==> config.mk <==
export PLATFORM = sky130hd
export DESIGN_NAME = morse_sequencer_flat
export DESIGN_NICKNAME = d
export VERILOG_FILES = /design/src/rtl/morse_pkg.sv /design/src/rtl/morse_sequencer_if.sv /design/src/rtl/morse_unit_timer.sv /design/src/rtl/morse_sequencer.sv /design/src/flat_wrapper.sv
export SDC_FILE = /design/constraint.sdc
export NUM_CORES = 1
export LEC_CHECK = 0
export ABC_AREA = 1
export BUFFER_PORTS_ARGS = -buffer_cell sky130_fd_sc_hd__buf_2
export CAP_MARGIN = 20
export CORE_UTILIZATION = 30
export DETAILED_ROUTE_END_ITERATION = 12
export GPL_TIMING_DRIVEN = 0
export SLEW_MARGIN = 15
export SYNTH_ARGS = -nofsm -noshare
export SYNTH_HDL_FRONTEND = slang
export SYNTH_SLANG_ARGS = --single-unit
==> constraint.sdc <==
create_clock -name clk -period 4.6 [get_ports clk]
set_clock_uncertainty 0.05 [all_clocks]
set_input_delay 0.23 -clock clk [delete_from_list [all_inputs] [get_ports clk]]
set_output_delay 0.23 -clock clk [all_outputs]
set_load 0.1 [all_outputs]
==> src/rtl/morse_pkg.sv <==
// Shared types, unit multiples and the PS/2 set-2 scan-code to Morse lookup
// used by the Morse sequencer.
package morse_pkg;

    typedef enum logic [2:0] {
        IDLE,
        MARK,
        ELEM_GAP,
        CHAR_GAP,
        WORD_GAP
    } state_t;

    typedef enum logic [1:0] {
        K_UNKNOWN,
        K_PATTERN,
        K_SPACE
    } kind_t;

    // bits are left-aligned: element 0 is bits[4], 1 = dash
    typedef struct packed {
        kind_t      kind;
        logic [2:0] len;
        logic [4:0] bits;
    } lookup_t;

    localparam logic [2:0] U_DOT        = 3'd1;
    localparam logic [2:0] U_DASH       = 3'd3;
    localparam logic [2:0] U_ELEM_GAP   = 3'd1;
    localparam logic [2:0] U_CHAR_GAP   = 3'd3;
    localparam logic [2:0] U_WORD_EXTRA = 3'd4;

    localparam logic [7:0] CODE_SPACE = 8'h29;
    localparam logic [7:0] CODE_BREAK = 8'hF0;
    localparam logic [7:0] CODE_EXT   = 8'hE0;

    function automatic lookup_t mk(input logic [2:0] len, input logic [4:0] bits);
        lookup_t r;
        r.kind = K_PATTERN;
        r.len  = len;
        r.bits = bits;
        return r;
    endfunction

    function automatic lookup_t morse_lookup(input logic [7:0] code);
        lookup_t r;
        r.kind = K_UNKNOWN;
        r.len  = 3'd0;
        r.bits = 5'd0;
        case (code)
            8'h1C: r = mk(3'd2, 5'b01000); // A
            8'h32: r = mk(3'd4, 5'b10000); // B
            8'h21: r = mk(3'd4, 5'b10100); // C
            8'h23: r = mk(3'd3, 5'b10000); // D
            8'h24: r = mk(3'd1, 5'b00000); // E
            8'h2B: r = mk(3'd4, 5'b00100); // F
            8'h34: r = mk(3'd3, 5'b11000); // G
            8'h33: r = mk(3'd4, 5'b00000); // H
            8'h43: r = mk(3'd2, 5'b00000); // I
            8'h3B: r = mk(3'd4, 5'b01110); // J
            8'h42: r = mk(3'd3, 5'b10100); // K
            8'h4B: r = mk(3'd4, 5'b01000); // L
            8'h3A: r = mk(3'd2, 5'b11000); // M
            8'h31: r = mk(3'd2, 5'b10000); // N
            8'h44: r = mk(3'd3, 5'b11100); // O
            8'h4D: r = mk(3'd4, 5'b01100); // P
            8'h15: r = mk(3'd4, 5'b11010); // Q
            8'h2D: r = mk(3'd3, 5'b01000); // R
            8'h1B: r = mk(3'd3, 5'b00000); // S
            8'h2C: r = mk(3'd1, 5'b10000); // T
            8'h3C: r = mk(3'd3, 5'b00100); // U
            8'h2A: r = mk(3'd4, 5'b00010); // V
            8'h1D: r = mk(3'd3, 5'b01100); // W
            8'h22: r = mk(3'd4, 5'b10010); // X
            8'h35: r = mk(3'd4, 5'b10110); // Y
            8'h1A: r = mk(3'd4, 5'b11000); // Z
            8'h45: r = mk(3'd5, 5'b11111); // 0
            8'h16: r = mk(3'd5, 5'b01111); // 1
            8'h1E: r = mk(3'd5, 5'b00111); // 2
            8'h26: r = mk(3'd5, 5'b00011); // 3
            8'h25: r = mk(3'd5, 5'b00001); // 4
            8'h2E: r = mk(3'd5, 5'b00000); // 5
            8'h36: r = mk(3'd5, 5'b10000); // 6
            8'h3D: r = mk(3'd5, 5'b11000); // 7
            8'h3E: r = mk(3'd5, 5'b11100); // 8
            8'h46: r = mk(3'd5, 5'b11110); // 9
            CODE_SPACE: r.kind = K_SPACE;
            CODE_BREAK, CODE_EXT: r.kind = K_UNKNOWN;
            default: r.kind = K_UNKNOWN;
        endcase
        return r;
    endfunction

endpackage

==> src/rtl/morse_sequencer_if.sv <==
// Character handshake between the keyboard buffer and the Morse sequencer.
interface morse_sequencer_if;
    logic [7:0] sym_data;
    logic       sym_valid;
    logic       sym_ready;

    modport master (output sym_data, output sym_valid, input sym_ready);
    modport slave  (input sym_data, input sym_valid, output sym_ready);
endinterface

==> src/rtl/morse_unit_timer.sv <==
// Loadable down-counter; done is high while the count sits at zero.
module morse_unit_timer #(
    parameter int W = 4
) (
    input  logic         clk,
    input  logic         rst,
    input  logic         load,
    input  logic [W-1:0] load_val,
    output logic         done
);
    logic [W-1:0] count_q, count_d;

    always_comb begin
        count_d = count_q;
        if (load)
            count_d = load_val;
        else if (count_q != '0)
            count_d = count_q - 1'b1;
    end

    always_ff @(posedge clk) begin
        if (rst)
            count_q <= '0;
        else
            count_q <= count_d;
    end

    assign done = (count_q == '0);
endmodule

==> src/rtl/morse_sequencer.sv <==
// Turns accepted scan codes into keyed Morse timing on morse_code_out,
// with ITU element, character and word spacing measured in units.
module morse_sequencer
    import morse_pkg::*;
#(
    parameter int UNIT_CYCLES = 1200000
) (
    input  logic              clk,
    input  logic              rst,
    morse_sequencer_if.slave  sym,
    output logic              morse_code_out,
    output logic              busy
);
    localparam int CW = $clog2(UNIT_CYCLES * 4);

    state_t     state_q, state_d;
    logic [4:0] pat_q, pat_d;
    logic [2:0] len_q, len_d;
    logic [2:0] idx_q, idx_d;
    logic       out_q, out_d;

    logic          load;
    logic [2:0]    load_units;
    logic [CW-1:0] load_val;
    logic          done;
    lookup_t       lk;
    logic [4:0]    next_pat;
    logic [2:0]    idx_inc;

    assign load_val = CW'(32'(load_units) * 32'(UNIT_CYCLES) - 32'd1);
    assign idx_inc  = idx_q + 3'd1;
    assign next_pat = pat_q << idx_inc;

    morse_unit_timer #(.W(CW)) u_timer (
        .clk      (clk),
        .rst      (rst),
        .load     (load),
        .load_val (load_val),
        .done     (done)
    );

    always_comb begin
        state_d    = state_q;
        pat_d      = pat_q;
        len_d      = len_q;
        idx_d      = idx_q;
        load       = 1'b0;
        load_units = U_DOT;
        lk         = morse_lookup(sym.sym_data);
        case (state_q)
            IDLE: begin
                if (sym.sym_valid) begin
                    case (lk.kind)
                        K_PATTERN: begin
                            state_d    = MARK;
                            pat_d      = lk.bits;
                            len_d      = lk.len;
                            idx_d      = 3'd0;
                            load       = 1'b1;
                            load_units = lk.bits[4] ? U_DASH : U_DOT;
                        end
                        K_SPACE: begin
                            state_d    = WORD_GAP;
                            load       = 1'b1;
                            load_units = U_WORD_EXTRA;
                        end
                        default: ; // unknown codes and prefixes are swallowed
                    endcase
                end
            end
            MARK: begin
                if (done) begin
                    load = 1'b1;
                    if (idx_inc < len_q) begin
                        state_d    = ELEM_GAP;
                        load_units = U_ELEM_GAP;
                    end else begin
                        state_d    = CHAR_GAP;
                        load_units = U_CHAR_GAP;
                    end
                end
            end
            ELEM_GAP: begin
                if (done) begin
                    state_d    = MARK;
                    idx_d      = idx_inc;
                    load       = 1'b1;
                    load_units = next_pat[4] ? U_DASH : U_DOT;
                end
            end
            CHAR_GAP: begin
                if (done) begin
                    state_d = IDLE;
                    pat_d   = 5'd0;
                    len_d   = 3'd0;
                    idx_d   = 3'd0;
                end
            end
            WORD_GAP: begin
                if (done)
                    state_d = IDLE;
            end
            default: state_d = IDLE;
        endcase
        out_d = (state_d == MARK);
    end

    always_ff @(posedge clk) begin
        if (rst) begin
            state_q <= IDLE;
            pat_q   <= 5'd0;
            len_q   <= 3'd0;
            idx_q   <= 3'd0;
            out_q   <= 1'b0;
        end else begin
            state_q <= state_d;
            pat_q   <= pat_d;
            len_q   <= len_d;
            idx_q   <= idx_d;
            out_q   <= out_d;
        end
    end

    assign morse_code_out = out_q;
    assign busy           = (state_q != IDLE);
    assign sym.sym_ready  = (state_q == IDLE);
endmodule

==> src/flat_wrapper.sv <==
// flat-port wrapper written by rule: the top's interface ports become plain ports
module morse_sequencer_flat import morse_pkg::*;
#(
    parameter int UNIT_CYCLES = 1200000
)
  (clk, rst, morse_code_out, busy, sym_sym_data, sym_sym_valid, sym_sym_ready);
  morse_sequencer_if sym_i ();
  input  logic clk;
  input  logic rst;
  output logic morse_code_out;
  output logic busy;
  input wire logic [$bits(sym_i.sym_data)-1:0] sym_sym_data;
  input wire logic [$bits(sym_i.sym_valid)-1:0] sym_sym_valid;
  output wire logic [$bits(sym_i.sym_ready)-1:0] sym_sym_ready;
  assign sym_i.sym_data = sym_sym_data;
  assign sym_i.sym_valid = sym_sym_valid;
  assign sym_sym_ready = sym_i.sym_ready;
  morse_sequencer #(.UNIT_CYCLES(UNIT_CYCLES)) u_core (.clk(clk), .rst(rst), .sym(sym_i), .morse_code_out(morse_code_out), .busy(busy));
endmodule
==> flow_metrics.py <==
metrics = {
    "sta": {
        "finalCritPeriodShare_pct": 97.9,
        "rsz0062_at_grt": "true",
        "slew_viol_final": 0,
        "tmin_final_ns": 4.50,
        "hold_viol": 0,
        "post-route-worst-setup-slack_ns": 0.0957,
        "fin_hold_ws_ns": 0.106,
        "max_slew.worst_pin.slew_ns": 0.632,
        "maxSlewHeadroom_pct": 56.8,
        "achievable-frequency_mhz": 222,
        "finalSetupViolations": 0,
    },
    "worst_setup_path": {
        "timing.critical_path.required_ns": 4.72,
        "worst_setup_path_start_kind": "primary input",
        "crit_path_max_fanout": 5,
        "critical_path.slowest_cell": "sky130_fd_sc_hd__fa_2",
        "crit_arrival_ns": 4.62,
        "timing.critical_path.to_type": "flop",
        "timing.critical_path.slowest_cell_delay_ns": 0.42,
        "crit_type": "primary input to flop",
        "critPathMostFrequentCell": "sky130_fd_sc_hd__ha_4",
    },
    "global_routing": {
        "grt_antenna_before_repair": 1,
        "grt_pass1_vias": 3396,
        "grtUsageTotal_pct": 16.2,
        "grt_pass1_wl_mm": 15.3,
        "grt.overflow.total": 0,
        "grt_start_max_net_pins": 13,
    },
    "logic_synthesis": {
        "netlist-cell-type-count": 42,
        "synth-seq-cells": 38,
        "synthFlopType": "sky130_fd_sc_hd__dfxtp_1",
        "ys_top_cells_by_area": "sky130_fd_sc_hd__dfxtp_1 (23%), sky130_fd_sc_hd__nand2_1 (11%), sky130_fd_sc_hd__nor2_1 (9.9%)",
        "yosysTopAreaCellShare_pct": 22.5,
        "ys_warn_count": 0,
        "synthCells": 547,
        "async_reset_ff_share_pct": 0,
        "avgSynthCellArea_um2": 6.17,
        "number_of_flops_mapped_to_enable_cells_by_yosys": 0,
        "synth-seq-area-share_pct": 22.5,
        "postSynthNetCount": 575,
        "mappedNetlistArea_um2": 3380,
        "post-synth-top-area-cell": "sky130_fd_sc_hd__dfxtp_1",
    },
    "clock_network": {
        "cts_inserted_buffers": 5,
        "clk_root_buffer_cell": "sky130_fd_sc_hd__clkbuf_8",
        "ctsHoldBuffers": 0,
        "clkTransAtPathRegs_ns": 0.08,
        "cts_num_sinks": 38,
        "ctsHtreeMaxLevel": 2,
        "clock_tree_from_tritoncts": "yes",
        "maximum_buffer_depth_of_the_clock_tree": 2,
        "clk-insertion-delay-late_ns": 0.29,
    },
    "power_and_ir_drop": {
        "power_leakage_nw": 2.09,
        "vdd_drop_max_mv": 0.276,
        "seq_power_share_pct": 32.7,
        "power_frac_comb_pct": 51.4,
        "sw_frac_of_total_pct": 44.2,
        "power_density_nw_per_um2": 339,
        "internal_power_mw": 0.851,
        "pwr-share-clk_pct": 15.9,
        "power.net_switching_mw": 0.673,
    },
    "floorplan": {
        "die_h_um": 108,
        "num_io_pins": 14,
        "die-width_um": 108,
        "placement_rows": 38,
        "start_util_pct": 31.0,
        "floorplan.core_area_um2": 10900,
        "die-area_um2": 11700,
    },
    "place": {
        "dpl_cell_area_um2": 3630,
        "dpl.hpwl_mm": 7.00,
        "dpl_worst_slack_ns": -0.895,
        "io_buffers": 13,
        "finalWeightedCongestion": 0.955,
    },
    "run": {
        "cap_viol_max_count": 0,
    },
    "run_status": {
        "status": "completed",
    },
    "final_layout": {
        "finalInstanceArea_um2": 4490,
        "fill_cells": 1089,
        "post_route_cells_drive_above_1_share_pct": 28.4,
        "nNetsFinal": 633,
        "antenna_cells": 0,
        "area.growth.synth_to_final_pct": 33.0,
    },
    "min_path": {
        "min-delay-path-class": "primary input to flop",
    },
    "detailed_routing": {
        "route.detailed.wl_per_inst_um": 12.9,
        "drt_wl_total_mm": 9.63,
        "post_drt_via_cell_ratio": 4.98,
        "vias": 3715,
        "first_iter_violations": 194,
        "drt_drc_violations_left": 0,
        "drt_first_pass_iters": 5,
        "count_of_nets_left_with_antenna_violations_after_detail_routing": 0,
    },
}
flip-flops by register name, summed over array words and instances (netlist names):
signal / cells
u_core.u_timer.count_q: 23
u_core.pat_q: 5
u_core.len_q: 3
u_core.state_q: 3
u_core.idx_q: 3
u_core.morse_code_out: 1
cell type report:
| cell class | count | area, µm² | share of cell area (%) |
|---|---|---|---|
| tap | 140 | 175 | 3.90 |
| inverter | 92 | 378 | 8.41 |
| clock inverter | 2 | 12.5 | 0.279 |
| timing repair buffer | 51 | 414 | 9.22 |
| sequential | 38 | 764 | 17.0 |
| buffer | 6 | 27.5 | 0.613 |
| clock buffer | 6 | 82.6 | 1.84 |
| multi-input combinational | 411 | 2640 | 58.7 |
cells by family after synthesis:
family | Yosys count | share of synthesized area (%)
compound gates | 82 | 14.0
xor+xnor | 19 | 4.93
fa+ha+maj | 17 | 6.74
buf+inv | 98 | 11.2
flops | 38 | 22.5
simple gates | 293 | 40.6
worst max-delay path, delay by kind of cell:
| family | cells | cell delay [ns] |
|---|---|---|
| and+or+nand+nor | 18 | 1.90 |
| adders and majority gates | 5 | 1.36 |
| buffers and inverters | 8 | 0.61 |
| AOI/OAI and AO/OA | 2 | 0.35 |
| xor gates and xnor gates | 1 | 0.17 |
cell usage after synthesis (5+ instances only):
| master | count |
|---|---|
| sky130_fd_sc_hd__a31oi_1 | 6 |
| sky130_fd_sc_hd__nand4_1 | 14 |
| sky130_fd_sc_hd__nor2_2 | 11 |
| sky130_fd_sc_hd__o21ai_0 | 19 |
| sky130_fd_sc_hd__inv_1 | 84 |
| sky130_fd_sc_hd__nor3_1 | 17 |
| sky130_fd_sc_hd__dfxtp_1 | 38 |
| sky130_fd_sc_hd__xor2_1 | 15 |
| sky130_fd_sc_hd__nand3_2 | 5 |
| sky130_fd_sc_hd__a21oi_1 | 36 |
| sky130_fd_sc_hd__nand2_2 | 9 |
| sky130_fd_sc_hd__a211oi_1 | 6 |
| sky130_fd_sc_hd__nand2_1 | 100 |
| sky130_fd_sc_hd__ha_1 | 15 |
| sky130_fd_sc_hd__nand3_1 | 30 |
| sky130_fd_sc_hd__inv_2 | 7 |
| sky130_fd_sc_hd__nor2_1 | 89 |
cell usage in the layout, fill, tap and decap left out, types with 8 or more instances in the layout:
cell / instances
sky130_fd_sc_hd__a21oi_1: 33
sky130_fd_sc_hd__buf_4: 38
sky130_fd_sc_hd__dfxtp_1: 37
sky130_fd_sc_hd__ha_1: 9
sky130_fd_sc_hd__inv_1: 71
sky130_fd_sc_hd__inv_2: 14
sky130_fd_sc_hd__nand2_1: 86
sky130_fd_sc_hd__nand2_2: 16
sky130_fd_sc_hd__nand2_4: 8
sky130_fd_sc_hd__nand3_1: 25
sky130_fd_sc_hd__nand4_1: 14
sky130_fd_sc_hd__nor2_1: 77
sky130_fd_sc_hd__nor2_2: 14
sky130_fd_sc_hd__nor2_4: 12
sky130_fd_sc_hd__nor3_1: 12
sky130_fd_sc_hd__o21ai_0: 15
sky130_fd_sc_hd__xor2_1: 15
final timing paths:
kind                              from                          to  slack, ns  cells after the start
max                    sym_sym_data[2]  u_core.u_timer.count_q[16]        0.1                     34
min                                rst           u_core.state_q[0]       0.11                      2
max reg2reg  u_core.u_timer.count_q[0]  u_core.u_timer.count_q[16]       0.16                     29
min reg2reg            u_core.len_q[2]             u_core.len_q[2]       0.42                      2
routing by layer:
metal	part of all wire [%]	track usage (%)	vias to the layer above
li1	-	-	1889
met1	44	20.8	1666
met2	48	26.6	133
met3	5.3	2.71	25
met4	2.6	6.85	2
met5	0.14	0	-
metrics by stage:
stage | std cells | TNS (ns) | total power [mW] | util (%)
after floorplan | 547 | 0 | 1.06 | -
after global placement | 700 | -5.77 | 1.19 | 33.4
after detailed placement | 700 | -6.52 | 1.20 | 33.4
after CTS | 716 | 0 | 1.46 | 35.8
after global routing | 746 | -0.593 | 1.67 | 41.3
final | 746 | 0 | 1.52 | 41.3
repair_timing:
item	4_1_cts	5_1_grt
setup endpoints to repair	9	7
setup buffers	8	30
resized for setup	27	102
pin swaps	5	44
power groups by stage:
stage               Combinational (mW)  Sequential (mW)  Clock [mW]
CTS                              0.712            0.496       0.249
floorplan                        0.576            0.487           0
finish                           0.784            0.498       0.242
global route                     0.889            0.513       0.264
detailed placement               0.698            0.503           0
global placement                 0.689            0.503           0
Note: power is estimated with default switching activity, not from simulation.
